$ cat src/rtl/div3_rom_ctrl.sv
// rtl/div3_rom_ctrl.sv - fills a divide-by-3 lookup table after reset, then serves quotient/remainder requests from it.
// Optional DIV3_SELFCHECK_EN: verifies each looked-up word against the operand and raises a sticky err_o.
module div3_rom_ctrl #(
   parameter int MEM_SIZE = 6,
   parameter int DATA_W   = 10
) (
   input  logic                clk_i,
   input  logic                rst_i,
   input  logic                req_valid_i,
   output logic                req_ready_o,
   input  logic [MEM_SIZE-1:0] req_operand_i,
   output logic                rsp_valid_o,
   input  logic                rsp_ready_i,
   output logic [MEM_SIZE-2:0] rsp_quot_o,
   output logic [1:0]          rsp_rem_o,
   output logic                init_done_o,
   output logic                err_o,
   output logic                mem_write_o,
   output logic [MEM_SIZE-1:0] mem_addr_w_o,
   output logic [DATA_W-1:0]   mem_datain_o,
   output logic                mem_read_o,
   output logic [MEM_SIZE-1:0] mem_addr_r_o,
   input  logic [DATA_W-1:0]   mem_dataout_i
);

   typedef enum logic [1:0] {S_INIT, S_IDLE, S_WAIT, S_RESP} state_t;

   state_t              state_q, state_d;
   logic [MEM_SIZE-1:0] cnt_q, cnt_d;
   logic [MEM_SIZE-2:0] q_q, q_d;
   logic [1:0]          r_q, r_d;
   logic [MEM_SIZE-2:0] quot_q, quot_d;
   logic [1:0]          rem_q, rem_d;
   logic                init_done_q, init_done_d;
   logic                unused_dataout;

   assign unused_dataout = ^mem_dataout_i;

   always_ff @(posedge clk_i) begin
      if (rst_i) begin
         state_q     <= S_INIT;
         cnt_q       <= '0;
         q_q         <= '0;
         r_q         <= '0;
         quot_q      <= '0;
         rem_q       <= '0;
         init_done_q <= 1'b0;
      end else begin
         state_q     <= state_d;
         cnt_q       <= cnt_d;
         q_q         <= q_d;
         r_q         <= r_d;
         quot_q      <= quot_d;
         rem_q       <= rem_d;
         init_done_q <= init_done_d;
      end
   end

   // Running q/r counters produce addr/3 and addr%3 without a divider.
   always_comb begin
      state_d     = state_q;
      cnt_d       = cnt_q;
      q_d         = q_q;
      r_d         = r_q;
      quot_d      = quot_q;
      rem_d       = rem_q;
      init_done_d = init_done_q;
      case (state_q)
         S_INIT: begin
            cnt_d = cnt_q + 1'b1;
            if (r_q == 2'd2) begin
               r_d = 2'd0;
               q_d = q_q + 1'b1;
            end else begin
               r_d = r_q + 2'd1;
            end
            if (cnt_q == {MEM_SIZE{1'b1}}) begin
               state_d     = S_IDLE;
               init_done_d = 1'b1;
            end
         end
         S_IDLE: begin
            if (req_valid_i) state_d = S_WAIT;
         end
         S_WAIT: begin
            quot_d  = mem_dataout_i[MEM_SIZE:2];
            rem_d   = mem_dataout_i[1:0];
            state_d = S_RESP;
         end
         S_RESP: begin
            if (rsp_ready_i) state_d = S_IDLE;
         end
         default: state_d = S_INIT;
      endcase
   end

   // Outputs are forced low while rst_i is asserted.
   always_comb begin
      req_ready_o  = 1'b0;
      rsp_valid_o  = 1'b0;
      mem_write_o  = 1'b0;
      mem_addr_w_o = '0;
      mem_datain_o = '0;
      mem_read_o   = 1'b0;
      mem_addr_r_o = '0;
      if (!rst_i) begin
         case (state_q)
            S_INIT: begin
               mem_write_o             = 1'b1;
               mem_addr_w_o            = cnt_q;
               mem_datain_o[MEM_SIZE:0] = {q_q, r_q};
            end
            S_IDLE: begin
               req_ready_o = 1'b1;
               if (req_valid_i) begin
                  mem_read_o   = 1'b1;
                  mem_addr_r_o = req_operand_i;
               end
            end
            S_RESP:  rsp_valid_o = 1'b1;
            default: ;
         endcase
      end
   end

   assign rsp_quot_o  = quot_q;
   assign rsp_rem_o   = rem_q;
   assign init_done_o = init_done_q;

`ifdef DIV3_SELFCHECK_EN
   logic [MEM_SIZE-1:0] operand_q;
   logic                err_q;
   logic [MEM_SIZE+1:0] recon;
   logic                mismatch;

   always_comb begin
      recon    = ({3'b000, mem_dataout_i[MEM_SIZE:2]} * (MEM_SIZE+2)'(3))
               + {{MEM_SIZE{1'b0}}, mem_dataout_i[1:0]};
      mismatch = (recon != {2'b00, operand_q}) || (mem_dataout_i[1:0] == 2'd3);
   end

   always_ff @(posedge clk_i) begin
      if (rst_i) begin
         operand_q <= '0;
         err_q     <= 1'b0;
      end else begin
         if (state_q == S_IDLE && req_valid_i) operand_q <= req_operand_i;
         if (state_q == S_WAIT && mismatch) err_q <= 1'b1;
      end
   end

   assign err_o = err_q;
`else
   assign err_o = 1'b0;
`endif

endmodule

$ cat config.mk
export PLATFORM = sky130hd
export DESIGN_NAME = div3_rom_ctrl
export DESIGN_NICKNAME = d
export VERILOG_FILES = /design/src/rtl/div3_rom_ctrl.sv
export SDC_FILE = /design/constraint.sdc
export NUM_CORES = 1
export LEC_CHECK = 0
export ABC_AREA = 1
export CAP_MARGIN = 20
export CORE_MARGIN = 2
export CORE_UTILIZATION = 46
export DETAILED_ROUTE_END_ITERATION = 8
export DONT_BUFFER_PORTS = 1
export PLACE_DENSITY = 0.69
export SYNTH_ARGS = -nofsm -noshare
export SYNTH_HDL_FRONTEND = slang
export SYNTH_SLANG_ARGS = --single-unit
$ cat constraint.sdc
create_clock -name clk_i -period 1.2 [get_ports clk_i]
set_input_delay 0.24 -clock clk_i [delete_from_list [all_inputs] [get_ports clk_i]]
set_output_delay 0.24 -clock clk_i [all_outputs]
set_load 0.02 [all_outputs]
==> results.cfg <==
[cts]
cts_tree = built
root_buffer = clkbuf_4
clkLatencyLatePin_ns = 0.31
path_clk_slew_ns = 0.12
cts_sinks = 23
cts_buffer_depth = 2
htreeDepth = 1
numCtsBuffers = 3

[placed_design]
io_buffer_count = 0
placed_cell_area_mm2 = 0.00148
place_congestion = 0.753
post-place-cells = 222
dp_hpwl_um = 1990

[yosys]
synth_top_family_by_area = simple AND/OR/NAND/NOR gates
synthAdderAreaFrac = 0.0638
synth_xor_area_frac = 0
ys_types = 19
syn_area_mm2 = 0.00118
synthMuxAreaShare = 0
seq_area_frac_synth = 0.391
syn_avg_cell_area_um2 = 6.53
synth_seq_cells = 23
synth_compound_area_frac = 0.112
synthCells = 180
yosys_warnings = 0
yosys.area_share.simple = 0.309

[routing]
routed_via_density = 4.97
drt_iter0_markers = 7
ant_nets = 0
drc_errors = 0
post_drt_wl_per_cell_um = 11.9
vias = 1152
routed_wl_um = 2760
drtPass1Iterations = 4

[worst_setup_path]
worst_ep_arrival_time_ns = 1.38
path_cells = inv_4, ha_4, inv_2, nor2_4, nand2_8, nor2_4
critPathMaxStageDelay_ns = 0.36
critical_path_class = register to output pin
cp-end-kind = output pin
worst_path_max_delay_cell = dfxtp_2
crit_family = simple AND/OR/NAND/NOR gates
crit_top_cell = nor2_4
critPathMaxFanout = 7
worstPathBufferInverterCount = 2
cp.required_ns = 0.96
startpoint_type = register

[global_route]
antenna_found_initial = 0
grt_usage = 0.196
grt_max_degree = 15
grt_pass1_wl_um = 4200
overflow = 0
grt_pass1_vias = 1050

[run_status]
violations = setup timing
status = finished, violations left

[cells_and_area]
drive_above_1_share = 0.401
antenna_cells = 0
nNetsFinal = 229
finalInstanceArea_mm2 = 0.00172
layout_commonest_cell = nor2_1
final_cell_mix = 32 x nor2_1, 21 x nand2_1, 20 x nor2_4
utilization = 0.702
syn_to_final_growth_pct = 46.5
fin_cells = 232

[pwr]
peakVddDrop_mv = 0.766
p_leak_uw = 0.000695
power.density_mw_per_mm2 = 802

[die]
dieArea_mm2 = 0.00298
initial_core_util = 0.479
die-height_um = 54.6
core_area_mm2 = 0.00245
num_io_pins = 55
die_x_um = 54.6
placementRows = 18

[timing]
fmax_mhz = 619
drv_slew = 0
setup_violations = 29
final-hold-violation-count = 0
min_period_ns = 1.62
rsz0062_at_grt = true
finalWorstSetupSlack_ns = -0.416
setup_tns_ns = -8.87
period_share = 1.35
fin_skew_ns = 0.000589

[run]
drv_cap = 0

[hold_path]
hold_class = input port to register
state kept, by name, summed over array words and instances, names as in the netlist:
signal       count
cnt_q            6
init_done_o      1
q_q              5
r_q              2
rsp_quot_o       5
rsp_rem_o        2
state_q          2
through the flow:
step | total power, uW | hold slack (ns) | setup slack, ns
2_1_floorplan | 981 | 0.319 | -0.169
3_3_place_gp | 998 | 0.326 | -0.0901
3_5_place_dp | 1000 | 0.328 | -0.119
4_1_cts | 1380 | 0.0502 | -0.414
5_1_grt | 1450 | 0.0410 | -0.502
6_report | 1380 | 0.0559 | -0.416
cell type report:
class,count,area [um2]
clock buffers,3,22.5
clock inverters,1,5.00
fillers,207,732
inverters,25,119
multi-input cells,127,870
flip-flops and latches,23,468
well taps,30,37.5
repair buffers,23,201
where the power goes:
group	switching (uW)	internal, uW	total (uW)
combinational	137	79.6	217
sequential	20.4	786	806
clock	233	125	358
logic make-up after synthesis:
kind of cell,Yosys count
buf+inv,33
compound gates,25
simple gates,92
flops,23
other cells,1
fa+ha+maj,6
metal layers:
layer / part of all wire / global-route usage / up-vias
met5: 0 / 0 / -
met4: 0.013 / 0.0750 / 0
met3: 0.054 / 0.0546 / 5
met2: 0.53 / 0.367 / 28
met1: 0.40 / 0.205 / 525
li1: - / - / 594
cell usage after synthesis, drive strengths merged:
master | instances | share of area
nand3 | 6 | 0.026
o31ai | 1 | 0.0064
a21oi | 8 | 0.034
o21bai | 1 | 0.0064
buf | 6 | 0.034
nand4 | 1 | 0.0053
inv | 25 | 0.080
a31oi | 1 | 0.0053
nor2 | 54 | 0.18
nor3 | 2 | 0.0085
nand2 | 29 | 0.093
ha | 6 | 0.064
clkbuf | 2 | 0.0074
conb | 1 | 0.0032
o21ai | 14 | 0.060
dfxtp | 23 | 0.39
worst paths after layout:
| kind | start | to | slack [ns] | depth (start not counted) |
|---|---|---|---|---|
| worst max-delay path | state_q[1] | mem_addr_r_o[2] | -0.42 | 6 |
| worst max register to register | state_q[0] | cnt_q[4] | -0.15 | 8 |
| worst min register to register | q_q[1] | q_q[1] | 0.53 | 2 |
| worst min-delay path | mem_dataout_i[5] | rsp_quot_o[3] | 0.06 | 2 |
timing repair:
action                                 CTS  global route
pin swaps                               19            18
setup endpoints to repair               40            44
endpoints found under the hold margin    1             0
resized for setup                       35            26
hold buffers                             1             0
buffers inserted                         5             2
Note: power is estimated with default switching activity, not from simulation.
